### src/rtl/ospi_pkg.sv
// Shared opcodes, request encodings and FSM states for the OSPI host controller.
package ospi_pkg;

  localparam logic [7:0] OP_READ  = 8'h03;
  localparam logic [7:0] OP_WRITE = 8'h02;
  localparam logic [7:0] OP_ERASE = 8'h20;
  localparam logic [7:0] OP_WREN  = 8'h06;

  typedef enum logic [1:0] {
    CMD_READ  = 2'b00,
    CMD_WRITE = 2'b01,
    CMD_ERASE = 2'b10,
    CMD_ILL   = 2'b11
  } cmd_op_e;

  typedef enum logic [3:0] {
    ST_RST      = 4'd0,
    ST_IDLE     = 4'd1,
    ST_ERR      = 4'd2,
    ST_CS_SETUP = 4'd3,
    ST_CMD      = 4'd4,
    ST_ADDR     = 4'd5,
    ST_DUMMY    = 4'd6,
    ST_DATA     = 4'd7,
    ST_CS_HOLD  = 4'd8,
    ST_GAP      = 4'd9
  } state_e;

  function automatic int cnt_w(int n);
    return (n > 1) ? $clog2(n) : 1;
  endfunction

  function automatic logic [7:0] opcode_of(cmd_op_e op);
    case (op)
      CMD_READ:  return OP_READ;
      CMD_WRITE: return OP_WRITE;
      CMD_ERASE: return OP_ERASE;
      default:   return 8'h00;
    endcase
  endfunction

endpackage

### src/rtl/ospi_clk_gen.sv
// OSPI_CLK divider: toggles every CLK_DIV clk while enabled and flags the clk
// cycle in which the next rising/falling edge will be registered.
module ospi_clk_gen import ospi_pkg::*; #(
  parameter int CLK_DIV = 2
) (
  input  logic clk,
  input  logic reset,
  input  logic en,
  input  logic hold,
  output logic sclk,
  output logic rise_evt,
  output logic fall_evt
);

  localparam int CW = cnt_w(CLK_DIV);

  logic [CW-1:0] cnt;
  logic          tick;

  assign tick     = en && (cnt == CW'(CLK_DIV - 1));
  assign rise_evt = tick && !sclk;
  assign fall_evt = tick && sclk;

  // hold keeps the clock parked low while half-period ticks keep coming, so the
  // FSM can time CS hold and gap in half-periods without any clock edges.
  always_ff @(posedge clk) begin
    if (reset || !en) begin
      cnt  <= '0;
      sclk <= 1'b0;
    end else if (tick) begin
      cnt  <= '0;
      sclk <= hold ? 1'b0 : ~sclk;
    end else begin
      cnt  <= cnt + 1'b1;
    end
  end

endmodule

### src/rtl/ospi_host_ctrl.sv
// Host-side OSPI initiator: one READ/WRITE/ERASE request per handshake, sent as
// SDR octal frames (WREN frame first for WRITE/ERASE), one-cycle response strobe.
module ospi_host_ctrl import ospi_pkg::*; #(
  parameter int CLK_DIV     = 2,
  parameter int ADDR_W      = 8,
  parameter int DUMMY_CYC   = 4,
  parameter int CS_HIGH_MIN = 2,
  parameter int RST_CYC     = 8
) (
  input  logic              clk,
  input  logic              reset,
  input  logic              cmd_valid,
  output logic              cmd_ready,
  input  logic [1:0]        cmd_op,
  input  logic              cmd_cs,
  input  logic [ADDR_W-1:0] cmd_addr,
  input  logic [7:0]        cmd_wdata,
  output logic              rsp_valid,
  output logic [7:0]        rsp_rdata,
  output logic              rsp_err,
  output logic              busy,
  output logic              OSPI_CLK,
  output logic              OSPI_CS0_b,
  output logic              OSPI_CS1_b,
  output logic              OSPI_RST_b,
  output logic [7:0]        OSPI_IO_o,
  output logic              OSPI_IO_oe,
  input  logic [7:0]        OSPI_IO_i
);

  localparam int ADDR_BYTES = ADDR_W / 8;
  localparam int BW = cnt_w(ADDR_BYTES);
  localparam int DW = cnt_w(DUMMY_CYC);
  localparam int GW = cnt_w(2 * CS_HIGH_MIN);
  localparam int RW = cnt_w(RST_CYC);

  state_e            state;
  cmd_op_e           op_q, req_op;
  logic              cs_q, wren_pend, clk_en, hold;
  logic [ADDR_W-1:0] addr_sh;
  logic [7:0]        wdata_q, rdata_q;
  logic [BW-1:0]     bcnt;
  logic [DW-1:0]     dcnt;
  logic [GW-1:0]     gcnt;
  logic [RW-1:0]     rcnt;
  logic              rise_evt, fall_evt;

  assign req_op = cmd_op_e'(cmd_op);
  assign hold   = (state == ST_CS_HOLD) || (state == ST_GAP);

  ospi_clk_gen #(.CLK_DIV(CLK_DIV)) u_clk_gen (
    .clk      (clk),
    .reset    (reset),
    .en       (clk_en),
    .hold     (hold),
    .sclk     (OSPI_CLK),
    .rise_evt (rise_evt),
    .fall_evt (fall_evt)
  );

  always_ff @(posedge clk) begin
    if (reset) begin
      state      <= ST_RST;
      cmd_ready  <= 1'b0;
      busy       <= 1'b1;
      rsp_valid  <= 1'b0;
      rsp_rdata  <= 8'h00;
      rsp_err    <= 1'b0;
      OSPI_CS0_b <= 1'b1;
      OSPI_CS1_b <= 1'b1;
      OSPI_RST_b <= 1'b0;
      OSPI_IO_o  <= 8'h00;
      OSPI_IO_oe <= 1'b0;
      clk_en     <= 1'b0;
      op_q       <= CMD_READ;
      cs_q       <= 1'b0;
      wren_pend  <= 1'b0;
      addr_sh    <= '0;
      wdata_q    <= 8'h00;
      rdata_q    <= 8'h00;
      bcnt       <= '0;
      dcnt       <= '0;
      gcnt       <= '0;
      rcnt       <= '0;
    end else begin
      rsp_valid <= 1'b0;
      rsp_err   <= 1'b0;
      rsp_rdata <= 8'h00;
      case (state)
        ST_RST: begin
          if (rcnt == RW'(RST_CYC - 1)) begin
            rcnt       <= '0;
            OSPI_RST_b <= 1'b1;
            busy       <= 1'b0;
            cmd_ready  <= 1'b1;
            state      <= ST_IDLE;
          end else begin
            rcnt <= rcnt + 1'b1;
          end
        end
        ST_IDLE: begin
          if (cmd_valid && cmd_ready) begin
            cmd_ready <= 1'b0;
            busy      <= 1'b1;
            op_q      <= req_op;
            cs_q      <= cmd_cs;
            addr_sh   <= cmd_addr;
            wdata_q   <= cmd_wdata;
            rdata_q   <= 8'h00;
            if (req_op == CMD_ILL) begin
              rsp_valid <= 1'b1;
              rsp_err   <= 1'b1;
              state     <= ST_ERR;
            end else begin
              // First byte is on the bus as CS falls, ahead of the first rising edge.
              wren_pend  <= (req_op != CMD_READ);
              OSPI_IO_o  <= (req_op == CMD_READ) ? OP_READ : OP_WREN;
              OSPI_IO_oe <= 1'b1;
              OSPI_CS0_b <= cmd_cs;
              OSPI_CS1_b <= ~cmd_cs;
              clk_en     <= 1'b1;
              state      <= ST_CS_SETUP;
            end
          end
        end
        ST_ERR: begin
          busy      <= 1'b0;
          cmd_ready <= 1'b1;
          state     <= ST_IDLE;
        end
        ST_CS_SETUP: if (rise_evt) state <= ST_CMD;
        ST_CMD: begin
          if (fall_evt) begin
            if (wren_pend) begin
              OSPI_IO_oe <= 1'b0;
              OSPI_IO_o  <= 8'h00;
              state      <= ST_CS_HOLD;
            end else begin
              OSPI_IO_o <= addr_sh[ADDR_W-1 -: 8];
              addr_sh   <= addr_sh << 8;
              bcnt      <= '0;
              state     <= ST_ADDR;
            end
          end
        end
        ST_ADDR: begin
          if (fall_evt) begin
            if (bcnt == BW'(ADDR_BYTES - 1)) begin
              bcnt <= '0;
              case (op_q)
                CMD_READ: begin
                  OSPI_IO_oe <= 1'b0;
                  OSPI_IO_o  <= 8'h00;
                  dcnt       <= '0;
                  state      <= (DUMMY_CYC > 0) ? ST_DUMMY : ST_DATA;
                end
                CMD_WRITE: begin
                  OSPI_IO_o <= wdata_q;
                  state     <= ST_DATA;
                end
                default: begin
                  OSPI_IO_oe <= 1'b0;
                  OSPI_IO_o  <= 8'h00;
                  state      <= ST_CS_HOLD;
                end
              endcase
            end else begin
              bcnt      <= bcnt + 1'b1;
              OSPI_IO_o <= addr_sh[ADDR_W-1 -: 8];
              addr_sh   <= addr_sh << 8;
            end
          end
        end
        ST_DUMMY: begin
          if (fall_evt) begin
            if (dcnt == DW'(DUMMY_CYC - 1)) begin
              dcnt  <= '0;
              state <= ST_DATA;
            end else begin
              dcnt <= dcnt + 1'b1;
            end
          end
        end
        ST_DATA: begin
          if (rise_evt && op_q == CMD_READ) rdata_q <= OSPI_IO_i;
          if (fall_evt) begin
            OSPI_IO_oe <= 1'b0;
            OSPI_IO_o  <= 8'h00;
            state      <= ST_CS_HOLD;
          end
        end
        ST_CS_HOLD: begin
          if (rise_evt) begin
            OSPI_CS0_b <= 1'b1;
            OSPI_CS1_b <= 1'b1;
            gcnt       <= '0;
            state      <= ST_GAP;
          end
        end
        ST_GAP: begin
          // Half-period ticks: 2*CS_HIGH_MIN of them make CS_HIGH_MIN full periods.
          if (rise_evt) begin
            if (gcnt == GW'(2 * CS_HIGH_MIN - 1)) begin
              gcnt <= '0;
              if (wren_pend) begin
                wren_pend  <= 1'b0;
                OSPI_IO_o  <= opcode_of(op_q);
                OSPI_IO_oe <= 1'b1;
                OSPI_CS0_b <= cs_q;
                OSPI_CS1_b <= ~cs_q;
                state      <= ST_CS_SETUP;
              end else begin
                clk_en    <= 1'b0;
                rsp_valid <= 1'b1;
                rsp_rdata <= rdata_q;
                busy      <= 1'b0;
                cmd_ready <= 1'b1;
                state     <= ST_IDLE;
              end
            end else begin
              gcnt <= gcnt + 1'b1;
            end
          end
        end
        default: state <= ST_RST;
      endcase
    end
  end

endmodule

### config.mk
export PLATFORM = sky130hd
export DESIGN_NAME = ospi_host_ctrl
export DESIGN_NICKNAME = d
export VERILOG_FILES = /design/src/rtl/ospi_pkg.sv /design/src/rtl/ospi_clk_gen.sv /design/src/rtl/ospi_host_ctrl.sv
export SDC_FILE = /design/constraint.sdc
export NUM_CORES = 1
export LEC_CHECK = 0
export CORE_ASPECT_RATIO = 1.1
export CORE_MARGIN = 4
export CORE_UTILIZATION = 56
export DETAILED_ROUTE_END_ITERATION = 6
export HOLD_SLACK_MARGIN = 0.02
export PLACE_DENSITY = 0.88
export SYNTH_ARGS = -nofsm -noshare
export SYNTH_HDL_FRONTEND = slang
export SYNTH_SLANG_ARGS = --single-unit
### constraint.sdc
create_clock -name clk -period 3.93 [get_ports clk]
set_input_delay 0.786 -clock clk [delete_from_list [all_inputs] [get_ports clk]]
set_output_delay 0.786 -clock clk [all_outputs]
set_load 0.02 [all_outputs]
* Word level (Yosys, flattened, before mapping)
Cells that the tools add are included. Widths: inputs -> output; s select.
Storage, ports and cells: input port bits 30, output and inout bits 25, logic and storage cells 216, register bits 67
Cells by class: reduce and logical (&&, ||, !) cells 39, eq/ne operators 36, bitwise logic cells 7, multiplexer cells 105, $add $sub $neg 5
Operator list (count):
- $mux 8 | 18
- $mux 4 | 13
- $mux 1 | 46
- $ne 2x2->1 const B | 20
- $pmux 4 s10 | 1
- $pmux 8 s5 | 1
- $pmux 8 s3 | 1
- $reduce_and 12->1 | 2
- $mux 2 | 9
- $pmux 6 s3 | 1
- $reduce_and 6->1 | 3
- $eq 4x3->1 const B | 4
- $pmux 8 s2 | 1
- $reduce_bool 2->1 | 6
- $reduce_and 5->1 | 2
- $reduce_and 9->1 | 1
- $eq 2x2->1 const B | 4
- $eq 4x2->1 const B | 2
- $eq 4x4->1 const B | 2
- $pmux 1 s2 | 4
- $pmux 1 s4 | 2
- $pmux 2 s2 | 2
- $pmux 4 s2 | 1
- $not 1->1 | 7
- other kinds (24) | 39

* Depth between registers and ports, before layout
Gate-level depths: netlist of run 1.
depth in word-level cells 6, depth in mapped cells 8, depth with buffers taken out 6

* Cells and area by module
From an unflattened synthesis of run 1, not the netlist that was laid out.
Unflattened totals: cell total of the unflattened synthesis 372, area, all modules 3170.5 sq um
Modules (own cells, without submodules):
- ospi_host_ctrl | instances 1, cells each 362, area an instance 3083.0 sq um, sequential area each 1281.2 sq um
- ospi_clk_gen | instances 1, cells each 10, area an instance 87.6 sq um, sequential area each 40.0 sq um

* Least setup slack after synthesis of run 1
No wires, ideal clock.
path kind input port to flip-flop, start input port cmd_valid, end register OSPI_CS0_b, buffers on the path 0, library setup time 58 ps, stages on the path 5, data required time 3872 ps, setup slack 1910 ps, arrival time 1962 ps, cell sequence and3b_1 > a311oi_4 > or4_4 > a311oi_1 > a211o_1
On the way: cells in the longest elaborated chain, start to end 3
RTL lines:
- from (decl) | line ospi_host_ctrl.sv:12 | input logic cmd_valid,
- $logic_and 1x1->1 | line ospi_host_ctrl.sv:102 | if (cmd_valid && cmd_ready) begin
- $ne 2x2->1 (no line)
- $reduce_and 7->1 (no line)
- to (signal assigned) | line ospi_host_ctrl.sv:119 | OSPI_CS0_b <= cmd_cs;
- to (signal assigned) | line ospi_host_ctrl.sv:209 | OSPI_CS0_b <= cs_q;
- to (decl) | line ospi_host_ctrl.sv:23 | output logic OSPI_CS0_b,
No other way between the ends. A chain may end at the register's enable or synchronous reset.

* Worst setup path in the final report of run 1
start register state[0], end register rdata_q[6]
On the way: cells in the longest elaborated chain, start to end 3, elaborated cells on any way between the ends 7, classes of those cells eq/ne (4); mux (1); reduce/logical (2)
RTL lines:
- from (decl) | line ospi_host_ctrl.sv:37 | state_e state;
- from (signal assigned) | line ospi_host_ctrl.sv:155 | state <= (DUMMY_CYC > 0) ? ST_DUMMY : ST_DATA;
- $eq 4x3->1 or $eq 4x1->1 (tied branches) | line ospi_host_ctrl.sv:89 | case (state)
- $ne 2x2->1 (no line) or $reduce_bool 2->1 (tied branches)
- $reduce_and 3->1 (no line)
- to (signal assigned) | line ospi_host_ctrl.sv:185 | if (rise_evt && op_q == CMD_READ) rdata_q <= OSPI_IO_i;
- to (decl) | line ospi_host_ctrl.sv:41 | logic [7:0] wdata_q, rdata_q;
Parallel ways exist; a longest one is shown, timed or not.

==> out/qor.yml, run 1 <==
sta:
  slew_viol_final: 0
  holdWs_ps: 449
  fin_crit_ps: 2480
  relSlewSlack_pct: 51.3
  rsz0062_at_grt: "false"
  max_freq_ghz: 0.403
  worstMarginPinSlew_ps: 731
  setup_violations: 0
  skew_ps: 8.40
  timing.final.crit_share_pct: 63.1
  setup_tns_ps: 0
  hold_viol_final: 0
global_route:
  grt_util_met3_pct: 5.79
  grt_busiest_layer: "met2"
  grt_use_total_pct: 22.9
  antenna_found_initial: 0
  grt_pass1_wl_mm: 12.2
  grtUsageMet2_pct: 36.4
  grt_max_degree: 45
  use_met1_pct: 29.0
  gr-total-overflow: 0
  grt_pass1_vias: 2684
clocking:
  clk_path_buf_depth: 2
  clk_latency_ps: 350
  cts_tree: "built"
  holdBufCountCts: 0
  cts_buffers: 9
  clk_pin_slew_ps: 70
  cts_setup_buffers: 0
  ctsResizeCount: 0
  clockRootBuffer: "clkbuf_8"
  cts_htree_levels: 3
  cts_sinks: 66
final_layout:
  nNetsFinal: 433
  drive_gt1_share_pct: 7.67
  fillers: 405
  syn_to_final_growth_pct: 24.5
  diodes: 0
  final_cells: 476
setup_path:
  cp.arrival_ps: 2760
  r2r_slack_ps: 1450
  worstSetupPathType: "flip-flop to flip-flop"
  cp-end-kind: "flip-flop"
  cp_max_fo: 22
  cp_cell_sequence: "nor3b_1, and2_1, buf_4, a31o_2, nand3_1, a21oi_1"
  cpPeakStageDelay_ps: 740
  critPathRequiredTime_ps: 4210
  cp-start-kind: "flip-flop"
  cp_slowest_cell: "dfxtp_1"
route:
  viasPerCell: 5.84
  dr.pass1.iters: 5
  wl_per_cell_um: 15.0
  ant_nets: 0
  finalWirelength_mm: 7.15
  first_iter_violations: 302
  vias: 2779
  drc: 0
run:
  max_cap_violations: 0
power:
  p_leak_nw: 1.28
  ir_drop_mv: 0.308
  pwr_density_cell_nw_per_um2: 489
floorplanning:
  start_util_pct: 58.7
  dieWidth_um: 77.7
  ios: 55
  die_area_um2: 6590
  rows: 27
  die_h_um: 84.7
  coreArea_um2: 5100
synthesis:
  synth_area_leaders: "dfxtp_1 (44%), a21oi_1 (7.0%), nand2_1 (6.4%), nand3_1 (3.0%), nor2_1 (2.9%)"
  synth_top_area_share_pct: 44.1
  async_flop_share_pct: 0
  synth_edf_count: 0
  syn-cell-area_um2: 3000
  synth.avg_cell_area_um2: 8.44
  syn_inst: 355
  synth_seq_cells: 66
  synthFlopType: "dfxtp_1"
  synth.distinct_cells: 54
  synth_nets: 389
  synth.largest_area_cell: "dfxtp_1"
  ys_seq_area_share_pct: 44.1
  ys_warn_count: 0
outcome:
  outcome: "completed"
hold_path:
  worstHoldPathType: "flip-flop to flip-flop"
place:
  dp_hpwl_mm: 4.97
  portBuffers: 54
  gp_congestion: 1.01
  dpl.cell_count: 460
-- path summary, 6_finish.rpt --
kind | start | to | cells after the start
max | state[0]$_SDFFE_PP0P_ | rdata_q[6]$_SDFFE_PP0P_ | 6
min | rdata_q[4]$_SDFFE_PP0P_ | rdata_q[4]$_SDFFE_PP0P_ | 2
max reg2reg | state[0]$_SDFFE_PP0P_ | rdata_q[6]$_SDFFE_PP0P_ | 6
min reg2reg | rdata_q[4]$_SDFFE_PP0P_ | rdata_q[4]$_SDFFE_PP0P_ | 2
-- logic make-up (layout without fill, tap and decap cells) --
logic type / after synthesis / after routing / share of synthesized area, %
simple gates: 149 / 149 / 26.6
xor+xnor: 1 / 1 / 0.292
fa+ha+maj: 4 / 4 / 1.67
flops: 66 / 66 / 44.1
compound gates: 102 / 102 / 22.2
mux: 1 / 1 / 0.334
buf+inv: 32 / 81 / 4.80
-- flip-flops by register name, indices dropped and copies added, names as in the netlist, 2 cells and up --
register and flops:
OSPI_IO_o 8, addr_sh 8, rdata_q 8, rsp_rdata 8, wdata_q 8, state 4
rcnt 3, dcnt 2, gcnt 2, op_q 2
-- critical path: cells and delay by family (launching register included) --
| kind | cells | cell delay [ps] |
|---|---|---|
| simple gates | 3 | 1050 |
| flops | 1 | 740 |
| buf+inv | 1 | 230 |
| compound gates | 2 | 390 |
-- cell type report --
cell class / instances / area (um2) / area share [%]
Inverter: 9 / 33.8 / 0.905
Timing Repair Buffer: 56 / 551 / 14.8
Multi-Input combinational cell: 257 / 1530 / 41.0
Tap cell: 72 / 90.1 / 2.41
Clock inverter: 6 / 66.3 / 1.78
Clock buffer: 10 / 138 / 3.69
Sequential cell: 66 / 1320 / 35.4
-- placed cells by master (no fill, tap or decap), drive strengths merged, types with 8 or more instances in the layout --
cell and instances:
a21oi 42, and2 10, clkbuf 10, clkdlybuf4s50 53
dfxtp 66, inv 9, nand2 51, nand3 18
nand3b 9, nor2 24, nor3 8, o21ai 18
-- through the flow --
stage	instance area (um2)	setup WS, ps	power [mW]	util (%)
final	3730	1450	1.83	73.1
after global routing	3730	1200	1.93	73.1
after CTS	3730	1470	1.83	73.1
after detailed placement	3530	1130	1.26	69.1
after global placement	3530	1210	1.25	69.1
after floorplan	3000	1910	1.10	-
-- cell usage after synthesis (2+ instances only) --
cell,count
nand2_1,51
a21oi_1,42
nand2b_1,5
ha_1,4
and3b_1,2
nor4_1,2
a311oi_1,4
o21ai_0,17
and3_1,4
nand3b_1,9
nor4_4,2
nor2b_1,3
nor3b_1,3
a211o_1,5
nor3_1,7
a22oi_1,7
o21a_1,2
nand3_1,18
nor2_1,23
clkbuf_1,12
a211oi_1,7
buf_4,2
and2_1,10
a22o_1,2
buf_2,7
dfxtp_1,66
a31o_2,2
a32oi_1,3
inv_1,9
-- layer usage --
layer,vias up,routed length (um),share of wire (%)
met3,12,586,8.2
met2,124,3430,48
met5,-,0,0
met4,0,136,1.9
met1,1282,3000,42
li1,1361,-,-
-- power breakdown --
part	internal (mW)	switching, mW	leakage (nW)
Combinational	0.205	0.249	0.654
Sequential	0.732	0.0674	0.534
Clock	0.309	0.264	0.0945
Total	1.25	0.580	1.28
(Power assumes the default switching activity.)
==> run 2, diff against run 1 <==
--- a/config.mk
+++ b/config.mk
@@ -7,10 +7,10 @@
 export LEC_CHECK = 0
 export CORE_ASPECT_RATIO = 1.1
 export CORE_MARGIN = 4
-export CORE_UTILIZATION = 56
+export CORE_UTILIZATION = 52
 export DETAILED_ROUTE_END_ITERATION = 6
 export HOLD_SLACK_MARGIN = 0.02
-export PLACE_DENSITY = 0.88
+export PLACE_DENSITY = 0.82
 export SYNTH_ARGS = -nofsm -noshare
 export SYNTH_HDL_FRONTEND = slang
 export SYNTH_SLANG_ARGS = --single-unit
==> constraint.sdc (replaced) <==
create_clock -name clk -period 2.44 [get_ports clk]
set_input_delay 0.488 -clock clk [delete_from_list [all_inputs] [get_ports clk]]
set_output_delay 0.488 -clock clk [all_outputs]
set_load 0.02 [all_outputs]
==> out/qor.yml, run 2 (synthesized netlist as in run 1, its figures left out) <==
route:
  viasPerCell: 5.70  # was 5.84
  drc: 0  # unchanged
  ant_nets: 0  # unchanged
  dr.pass1.iters: 5  # unchanged
  first_iter_violations: 286  # was 302
  finalWirelength_mm: 7.20  # was 7.15 mm
  vias: 2801  # was 2,779
  wl_per_cell_um: 14.7  # was 15.0 um
clocking:
  clockRootBuffer: "clkbuf_8"  # unchanged
  ctsResizeCount: 0  # unchanged
  cts_setup_buffers: 0  # unchanged
  cts_buffers: 9  # unchanged
  cts_htree_levels: 3  # unchanged
  clk_pin_slew_ps: 70  # about the same
  clk_latency_ps: 340  # was 350 ps
  clk_path_buf_depth: 2  # unchanged
  cts_tree: "built"  # unchanged
  holdBufCountCts: 0  # unchanged
  cts_sinks: 66  # unchanged
floorplanning:
  dieWidth_um: 80.4  # was 77.7 um
  rows: 28  # was 27
  ios: 55  # unchanged
  die_area_um2: 7040  # was 6590 um2
  die_h_um: 87.6  # was 84.7 um
  coreArea_um2: 5500  # was 5100 um2
  start_util_pct: 54.5  # was 58.7%
sta:
  timing.final.crit_share_pct: 86.3  # was 63.1%
  fin_crit_ps: 2110  # was 2480 ps
  holdWs_ps: 447  # was 449 ps
  setup_tns_ps: 0  # unchanged
  relSlewSlack_pct: 59.5  # was 51.3%
  skew_ps: 4.84  # was 8.40 ps
  slew_viol_final: 0  # unchanged
  setup_violations: 0  # unchanged
  worstMarginPinSlew_ps: 607  # was 731 ps
  rsz0062_at_grt: "false"  # unchanged
  timing.final.ws_setup_ps: 334  # was 1450 ps
  hold_viol_final: 0  # unchanged
  max_freq_ghz: 0.475  # was 0.403 GHz
place:
  dpl.cell_count: 475  # was 460
  place_ws_ps: 165  # was 1130 ps
  dp_hpwl_mm: 5.09  # was 4.97 mm
  gp_congestion: 0.885  # was 1.01
  portBuffers: 54  # unchanged
  placed_area_um2: 3620  # was 3530 um2
setup_path:
  critPathRequiredTime_ps: 2710  # was 4210 ps
  cp_max_fo: 17  # was 22
  cpPeakStageDelay_ps: 710  # was 740 ps
  cp_slowest_cell: "dfxtp_1"  # unchanged
  cp.arrival_ps: 2380  # was 2760 ps
  worstSetupPathType: "flip-flop to flip-flop"  # unchanged
  cp-end-kind: "flip-flop"  # unchanged
  cp_cell_sequence: "nand2b_1, a2111oi_1, a221oi_1, o311a_1, nor3_1"  # was nor3b_1, and2_1, buf_4, a31o_2, nand3_1, a21oi_1
  cp-start-kind: "flip-flop"  # unchanged
final_layout:
  diodes: 0  # unchanged
  regArea_um2: 1320  # unchanged
  nNetsFinal: 445  # was 433
  final_common_cell: "dfxtp_1"  # unchanged
  multi_input_area_um2: 1530  # unchanged
  final_cells: 491  # was 476
  drive_gt1_share_pct: 10.3  # was 7.67%
  final_cell_mix: "dfxtp_1 (66), clkdlybuf4s50_1 (53), nand2_1 (51)"  # unchanged
  final_cell_area_um2: 3820  # was 3730 um2
  fillers: 452  # was 405
  syn_to_final_growth_pct: 27.6  # was 24.5%
  fin_util_pct: 69.5  # was 73.1%
global_route:
  grt_max_degree: 29  # was 45
  grt_use_total_pct: 21.7  # was 22.9%
  antenna_found_initial: 0  # unchanged
  grt_pass1_vias: 2561  # was 2,684
  grt_pass1_wl_mm: 12.0  # was 12.2 mm
  gr-total-overflow: 0  # unchanged
power:
  ir_drop_mv: 0.415  # was 0.308 mV
  pwr_density_cell_nw_per_um2: 776  # was 489 nW/um2
  p_leak_nw: 1.34  # was 1.28 nW
  power.total_mw: 2.97  # was 1.83 mW
hold_path:
  worstHoldPathType: "flip-flop to flip-flop"  # unchanged
run:
  max_cap_violations: 0  # unchanged
outcome:
  outcome: "completed"  # unchanged
## run 2: cell types whose count changed in the layout (fill, tap and decap cells not counted), sizes merged
| cell | delta |
|---|---|
| buf | +12 |
## run 2: final timing paths
| kind | startpoint | to | slack, ps | depth (start not counted) |
|---|---|---|---|---|
| hold reg to reg | rdata_q[5]$_SDFFE_PP0P_ | rdata_q[5]$_SDFFE_PP0P_ | 450 | 2 |
| hold / removal | rdata_q[5]$_SDFFE_PP0P_ | rdata_q[5]$_SDFFE_PP0P_ | 450 | 2 |
| setup / recovery | state[1]$_SDFFE_PP0P_ | OSPI_IO_o[0]$_SDFFE_PP0P_ | 330 | 5 |
| setup reg to reg | state[1]$_SDFFE_PP0P_ | OSPI_IO_o[0]$_SDFFE_PP0P_ | 330 | 5 |
## run 2: per-layer routing
layer  vias up  GRT usage (%)  wire (um)
met1      1282           27.9       3200
met4         0           12.0        184
met5         -              0          0
met2       122           34.6       3340
met3        13           3.60        479
li1       1384              -          -
## run 2: area by class of cell
type / count / area share [%]
inverter: 9 / 0.883
tap: 75 / 2.45
clock buffer: 10 / 3.60
sequential: 66 / 34.5
multi-input combinational: 257 / 40.0
timing repair buffer: 68 / 16.7
clock inverter: 6 / 1.73
## run 2: power breakdown
group / internal (mW) / total [mW] / switching (mW)
clock: 0.499 / 0.927 / 0.428
combinational: 0.351 / 0.765 / 0.414
sequential: 1.18 / 1.28 / 0.0982
## run 2: critical path, delay by kind of cell (launching register included)
| family | cells | cell delay [ps] |
|---|---|---|
| AND/OR/NAND/NOR | 2 | 450 |
| AO/OA/AOI/OAI | 3 | 870 |
| flip-flops | 1 | 710 |
==> run 3, diff against run 2 <==
--- a/config.mk
+++ b/config.mk
@@ -7,10 +7,10 @@
 export LEC_CHECK = 0
 export CORE_ASPECT_RATIO = 1.1
 export CORE_MARGIN = 4
-export CORE_UTILIZATION = 52
+export CORE_UTILIZATION = 50
 export DETAILED_ROUTE_END_ITERATION = 6
 export HOLD_SLACK_MARGIN = 0.02
-export PLACE_DENSITY = 0.82
+export PLACE_DENSITY = 0.8
 export SYNTH_ARGS = -nofsm -noshare
 export SYNTH_HDL_FRONTEND = slang
 export SYNTH_SLANG_ARGS = --single-unit
==> out/qor.yml, run 3 (synthesized netlist as in run 1, its figures left out) <==
route:
  first_iter_violations: 216  # was 286
  viasPerCell: 5.57  # was 5.70
  ant_nets: 0  # unchanged
  vias: 2740  # was 2,801
  dr.pass1.iters: 4  # was 5
  wl_per_cell_um: 14.6  # was 14.7 um
  finalWirelength_mm: 7.16  # was 7.20 mm
  drc: 0  # unchanged
setup_path:
  cp_slowest_cell: "dfxtp_1"  # unchanged
  r2r-start: "state[0]$_SDFFE_PP0P_"  # was state[1]$_SDFFE_PP0P_
  cp_cell_sequence: "or3b_4, a311oi_4, nor2_2, buf_4, and4_1, nor3_1"  # was nand2b_1, a2111oi_1, a221oi_1, o311a_1, nor3_1
  critPathLaunch: "state[0]$_SDFFE_PP0P_"  # was state[1]$_SDFFE_PP0P_
  crit_buf_inv: 1  # was 0
  cp_top_family: "simple AND/OR/NAND/NOR gates"  # was compound AO/OA/AOI/OAI gates
  cp-start-kind: "flip-flop"  # unchanged
  critPathRequiredTime_ps: 2700  # was 2710 ps
  worstSetupPathType: "flip-flop to flip-flop"  # unchanged
  cp.arrival_ps: 2390  # was 2380 ps
  cp_max_fo: 18  # was 17
  cpPeakStageDelay_ps: 640  # was 710 ps
  cp-end-kind: "flip-flop"  # unchanged
sta:
  holdWs_ps: 447  # about the same
  fin_crit_ps: 2130  # was 2110 ps
  max_freq_ghz: 0.469  # was 0.475 GHz
  hold_viol_final: 0  # unchanged
  setup_violations: 0  # unchanged
  skew_ps: 6.83  # was 4.84 ps
  slew_viol_final: 0  # unchanged
  timing.final.crit_share_pct: 87.3  # was 86.3%
  setup_tns_ps: 0  # unchanged
  worstMarginPinSlew_ps: 652  # was 607 ps
  rsz0062_at_grt: "false"  # unchanged
  relSlewSlack_pct: 56.5  # was 59.5%
global_route:
  antenna_found_initial: 0  # unchanged
  grt_pass1_wl_mm: 11.8  # was 12.0 mm
  grt_busiest_layer: "met2"  # unchanged
  grt_max_degree: 25  # was 29
  grt_pass1_vias: 2580  # was 2,561
  use_met1_pct: 26.0  # was 27.9%
  grtUsageMet2_pct: 33.6  # was 34.6%
  gr-total-overflow: 0  # unchanged
  grt_use_total_pct: 21.0  # was 21.7%
  grt_util_met3_pct: 6.65  # was 3.60%
final_layout:
  diodes: 0  # unchanged
  syn_to_final_growth_pct: 28.8  # was 27.6%
  nNetsFinal: 444  # was 445
  drive_gt1_share_pct: 9.88  # was 10.3%
  final_cell_mix: "dfxtp_1 (66), clkdlybuf4s50_1 (53), nand2_1 (51)"  # unchanged
  final_cells: 492  # was 491
  final_common_cell: "dfxtp_1"  # unchanged
  fillers: 482  # was 452
floorplanning:
  coreArea_um2: 5810  # was 5500 um2
  rows: 29  # was 28
  die_h_um: 89.2  # was 87.6 um
  dieWidth_um: 81.8  # was 80.4 um
  die_area_um2: 7300  # was 7040 um2
  ios: 55  # unchanged
  start_util_pct: 51.6  # was 54.5%
power:
  ir_drop_mv: 0.621  # was 0.415 mV
  power.total_mw: 3.14  # was 2.97 mW
  pwr_density_cell_nw_per_um2: 813  # was 776 nW/um2
  p_leak_nw: 1.36  # was 1.34 nW
clocking:
  ctsResizeCount: 0  # unchanged
  clockRootBuffer: "clkbuf_8"  # unchanged
  clk_latency_ps: 340  # about the same
  cts_tree: "built"  # unchanged
  cts_htree_levels: 3  # unchanged
  clk_path_buf_depth: 2  # unchanged
  cts_buffers: 9  # unchanged
  clk_pin_slew_ps: 70  # about the same
  holdBufCountCts: 0  # unchanged
  cts_setup_buffers: 0  # unchanged
  cts_sinks: 66  # unchanged
place:
  gp_congestion: 0.909  # was 0.885
  dpl.cell_count: 476  # was 475
  portBuffers: 54  # unchanged
  dp_hpwl_mm: 5.13  # was 5.09 mm
run:
  max_cap_violations: 0  # unchanged
outcome:
  outcome: "completed"  # unchanged
hold_path:
  hp-start: "rdata_q[6]$_SDFFE_PP0P_"  # was rdata_q[5]$_SDFFE_PP0P_
  worstHoldPathType: "flip-flop to flip-flop"  # unchanged
==> run 3: changes by cell type in the layout (fill, tap and decap cells not counted) <==
cell	change
bufinv_16	+2
clkinvlp_4	-2
buf_4	-1
clkbuf_1	+1
clkbuf_8	-1
clkinv_2	-1
clkinv_4	+1
==> run 3: final cells by class <==
type	count	area [um2]	share of cell area, %
tap	77	96.3	2.50
inverter	9	33.8	0.875
timing repair buffer	67	633	16.4
clock buffer	10	128	3.31
sequential	66	1320	34.2
clock inverter	6	115	2.98
multi-input combinational	257	1530	39.7
==> run 3: tightest hold or removal path, cell delays in order, from the launching register on <==
cell	delay, ps
dfxtp_1	310
nand2_1	50
a21oi_1	50
==> run 3: worst paths after layout <==
kind                                  end  slack [ps]  cells past startpoint
setup / recovery  OSPI_IO_oe$_SDFFE_PP0P_         310                      6
hold / removal    rdata_q[6]$_SDFFE_PP0P_         450                      2
setup reg to reg  OSPI_IO_oe$_SDFFE_PP0P_         310                      6
hold reg to reg   rdata_q[6]$_SDFFE_PP0P_         450                      2
==> run 3: stage by stage <==
step,setup slack [ps],util [%],cell area (um2)
after floorplan,660,-,3000
after global placement,206,62.3,3620
after detailed placement,159,62.3,3620
after CTS,337,66.5,3860
after global routing,144,66.5,3860
final,310,66.5,3860
==> run 3: layer usage <==
metal | up-vias | wire length [um]
met3 | 13 | 437
li1 | 1386 | -
met5 | - | 0
met4 | 0 | 153
met2 | 83 | 3420
met1 | 1258 | 3150
==> run 3: where the power goes <==
part,total [mW],switching [mW],leakage [nW],internal [mW]
Sequential,1.28,0.101,0.534,1.18
Combinational,0.756,0.406,0.709,0.349
Clock,1.10,0.419,0.117,0.682
Total,3.14,0.927,1.36,2.21
